## src/rtl/gate_seq_ctrl.sv

```systemverilog
// Exhaustive 32-vector sequencer for the five-input gate_construct datapath.
// Optional on-chip comparison against an expected truth table: GATE_SEQ_COMPARE_EN.
module gate_seq_ctrl #(
  parameter int unsigned SETTLE_CYC = 2
) (
  input  logic        i_clk,
  input  logic        i_rst_n,
  input  logic        i_start,
  input  logic        i_abort,
  input  logic        i_v,
  output logic        o_a,
  output logic        o_b,
  output logic        o_c,
  output logic        o_d,
  output logic        o_e,
  output logic        o_busy,
  output logic        o_done,
  output logic [4:0]  o_idx,
  output logic [31:0] o_table,
`ifdef GATE_SEQ_COMPARE_EN
  input  logic [31:0] i_expect,
  output logic        o_pass,
  output logic [5:0]  o_err_cnt,
  output logic [4:0]  o_first_err,
`endif
  output logic [1:0]  o_state
);

  // Handshake: i_start is a request sampled only in IDLE (i_abort wins);
  // o_busy high means a run owns the datapath; o_done pulses once when
  // o_table holds a complete capture. i_abort ends a busy run at the next edge.
  typedef enum logic [1:0] {
    IDLE   = 2'd0,
    SETTLE = 2'd1,
    SAMPLE = 2'd2,
    DONE   = 2'd3
  } state_t;

  localparam logic [3:0] SETTLE_LAST = 4'(SETTLE_CYC - 1);

  state_t     state;
  logic [3:0] settle_cnt;

  // The vector index itself is the registered stimulus.
  assign {o_e, o_d, o_c, o_b, o_a} = o_idx;
  assign o_state = state;

`ifdef GATE_SEQ_COMPARE_EN
  logic       mismatch;
  logic [5:0] err_next;

  always_comb begin
    mismatch = (i_v != i_expect[o_idx]);
    err_next = o_err_cnt;
    if (mismatch && (o_err_cnt != 6'd32)) err_next = o_err_cnt + 6'd1;
  end
`endif

  always_ff @(posedge i_clk or negedge i_rst_n) begin
    if (!i_rst_n) begin
      state       <= IDLE;
      settle_cnt  <= '0;
      o_idx       <= '0;
      o_table     <= '0;
      o_busy      <= 1'b0;
      o_done      <= 1'b0;
`ifdef GATE_SEQ_COMPARE_EN
      o_pass      <= 1'b0;
      o_err_cnt   <= '0;
      o_first_err <= '0;
`endif
    end else begin
      o_done <= 1'b0;
      case (state)
        IDLE: begin
          if (i_start && !i_abort) begin
            o_table    <= '0;
            o_idx      <= '0;
            settle_cnt <= '0;
            o_busy     <= 1'b1;
            state      <= SETTLE;
`ifdef GATE_SEQ_COMPARE_EN
            o_pass      <= 1'b0;
            o_err_cnt   <= '0;
            o_first_err <= '0;
`endif
          end
        end
        SETTLE: begin
          if (i_abort) begin
            o_idx  <= '0;
            o_busy <= 1'b0;
            state  <= IDLE;
          end else begin
            settle_cnt <= settle_cnt + 4'd1;
            if (settle_cnt == SETTLE_LAST) state <= SAMPLE;
          end
        end
        SAMPLE: begin
          // An abort here drops the in-flight vector without writing it.
          if (i_abort) begin
            o_idx  <= '0;
            o_busy <= 1'b0;
            state  <= IDLE;
          end else begin
            o_table[o_idx] <= i_v;
`ifdef GATE_SEQ_COMPARE_EN
            o_err_cnt <= err_next;
            if (mismatch && (o_err_cnt == 6'd0)) o_first_err <= o_idx;
`endif
            if (o_idx == 5'd31) begin
              o_busy <= 1'b0;
              o_done <= 1'b1;
              state  <= DONE;
`ifdef GATE_SEQ_COMPARE_EN
              o_pass <= (err_next == 6'd0);
`endif
            end else begin
              o_idx      <= o_idx + 5'd1;
              settle_cnt <= '0;
              state      <= SETTLE;
            end
          end
        end
        DONE: begin
          state <= IDLE;
        end
        default: begin
          state <= IDLE;
        end
      endcase
    end
  end

endmodule

```

## config.mk

```make
export PLATFORM = sky130hd
export DESIGN_NAME = gate_seq_ctrl
export DESIGN_NICKNAME = d
export VERILOG_FILES = /design/src/rtl/gate_seq_ctrl.sv
export SDC_FILE = /design/constraint.sdc
export NUM_CORES = 1
export LEC_CHECK = 0
export BUFFER_PORTS_ARGS = -buffer_cell sky130_fd_sc_hd__clkbuf_2
export CAP_MARGIN = 20
export CORE_UTILIZATION = 45
export DETAILED_ROUTE_END_ITERATION = 6
export HOLD_SLACK_MARGIN = 0.1
export PLACE_DENSITY = 0.75
export SLEW_MARGIN = 40
export SYNTH_ARGS = -nofsm -noshare
export SYNTH_HDL_FRONTEND = slang
export SYNTH_SLANG_ARGS = --single-unit
```

## constraint.sdc

```tcl
create_clock -name i_clk -period 2.26 [get_ports i_clk]
set_clock_uncertainty 0.2 [all_clocks]
set_input_delay 0.113 -clock i_clk [delete_from_list [all_inputs] [get_ports i_clk]]
set_output_delay 0.113 -clock i_clk [all_outputs]
set_load 0.05 [all_outputs]
```

==> out/results.tsv <==
metric	value	unit
run_status	completed	
antenna_left	0	
setup-tns-final	0	ps
finalHoldViolations	0	
clock-root-buffer	clkbuf_8	
detail_route.drc_violations	0	
vdd_drop_max	0.000289	V
timing_worst_setup_path_type	flip-flop to flip-flop	
drive_above_1_share	24.1	%
row_count	26	
syn-num-nets	273	
tritoncts_num_sinks	45	
io_buffers	50	
timing.hold.worst.class	primary input to async pin	
syn-cell-area	2430	um^2
grt_use_met3	4.23	%
finalCritPeriodShare	94.7	%
rsz0062_at_grt	no	
globalRouteMet1Util	31.3	%
synth.ff_latch_count	45	
design.core.area	5140	um^2
endpoint_kind	flip-flop	
dpl.hpwl	4000	um
detail_route.wl_per_cell	15.6	um
critPathRequiredTime	2260	ps
detail_route.wirelength	5930	um
timing.critical_path.fanout_max	7	
postSynth.topFlopCell	dfrtp_1	
clk_latency	300	ps
initial_drt_markers	192	
gp_congestion	0.860	
netlist.top_cell.by_area	dfrtp_1	
p_total	2.29	mW
globalRoute.busiestLayer	met2	
drt_first_pass_iters	4	
max_clock_freq	467	MHz
yosysTopAreaCellShare	46.4	%
finish.net_count	326	
netlist_top_cells_count	o21ai_0, dfrtp_1, a21boi_0	
htreeDepth	2	
total_leakage_power	1.37	nW
timing_worst_slew_pin_value	681	ps
groute.layer.met2.usage	34.5	%
wire_length_of_the_first_global_routing_pass	9380	um
cp.arrival	2140	ps
whs	167	ps
dpl.cell_count	369	
maximum_number_of_pins_on_one_net_before_global_route_repair	36	
clock_path_buffers	2	
cts-buffers-inserted	5	
die_area	5690	um^2
vias_per_cell	5.66	
postSynthAreaPerCell	9.45	um^2
max_cap_violations	0	
count_of_distinct_cell_types_in_the_synthesized_netlist	33	
synthesis.yosys.warnings	0	
area_growth	18.9	%
stdcell_count	381	
post-route-worst-setup-slack	120	ps
syn_inst	257	
die_h	75.5	um
grt.total_usage	22.3	%
finalSetupViolCount	0	
antenna_cells_inserted	0	
routed-via-count	2157	
synth-async-reset-ratio	100	%
grt.overflow.total	0	
start_kind	flip-flop	
powerDensity	794	nW/um^2
synth_seq_area_share	46.4	%
slew_headroom	54.6	%
cts_setup_buffers	0	
io-pin-count	51	
post-synth-top-count-cell	o21ai_0	
slew_viol_final	0	
initial_antenna_violation_count	0	
clk_pin_slew	90	ps
grt_pass1_vias	1927	
die_width	75.5	um
pre_cts_ws	116	ps
timing.final.crit_period	2140	ps
yosys-top-cells-area	dfrtp_1, o21ai_0, a21boi_0, ha_1, nand3_1	
initial_utilization	47.2	%
cts_tree	yes	
synth_enable_flop_cells	0	
-- area by class of cell --
type,instances,area (um^2)
clock buffers,5,68.8
clock inverters,3,21.3
fillers,490,2250
inverters,11,41.3
multi-input cells,184,1180
flip-flops and latches,45,1130
well taps,70,87.6
repair buffers,63,358
-- final timing paths --
check / startpoint / endpoint / slack, ps / cells past startpoint
max: o_idx[1] / settle_cnt[3] / 120 / 7
min: i_rst_n / o_table[16] / 170 / 2
max reg2reg: o_idx[1] / settle_cnt[3] / 120 / 7
min reg2reg: o_table[12] / o_table[12] / 310 / 2
max in group asynchronous: i_rst_n / o_table[23] / 1080 / 3
min in group i_clk: o_table[12] / o_table[12] / 310 / 2
-- power breakdown --
group          total (mW)  internal, mW  switching [mW]
Clock               0.508         0.220           0.289
Sequential          0.917         0.864          0.0524
Combinational       0.869         0.299           0.570
-- metrics by stage --
stage / area [um^2] / utilization, %
floorplan: 2430 / -
global placement: 2750 / 53.6
detailed placement: 2750 / 53.6
CTS: 2880 / 56.1
global route: 2890 / 56.2
finish: 2890 / 56.2
-- state kept, by name, summed over array words and instances, names as in the netlist --
name / cells
o_idx: 5
o_done: 1
settle_cnt: 4
o_table: 32
o_busy: 1
o_state: 2
-- logic make-up after synthesis --
logic type	count (synthesis)	synth area share (%)
compound gates	118	29.3
simple gates	52	12.2
flops	45	46.4
buf+inv	28	5.20
fa+ha+maj	11	5.67
mux	3	1.24
-- layer usage --
layer	wire length, um	share of wire [%]
met1	2690	45
met4	82	1.4
met3	294	5.0
met2	2860	48
met5	0	0
-- placed cells by master, fill, tap and decap left out, drive strengths merged, types with 3 or more instances in the layout --
master       count
nand2           11
a21oi            4
a21boi          32
nand3           10
clkbuf          55
nor3b            4
mux2i            3
nand2b           3
ha              11
dfrtp           45
and3b            4
nor2             6
buf              9
inv             12
o21ai           75
dlygate4sd3      4
-- worst max-delay path: stages, from the launching register on --
cell and delay, ps:
dfrtp_2 450, ha_2 190, and3_1 220, ha_1 250, o21ai_0 170, o2111a_2 290, mux2i_1 200, nand2_1 60
-- repair_timing --
action	CTS	global route
resized for setup	0	2
setup endpoints to repair	0	2
hold buffers	4	0
endpoints found under the hold margin	32	0
Note: power is estimated with default switching activity, not from simulation.
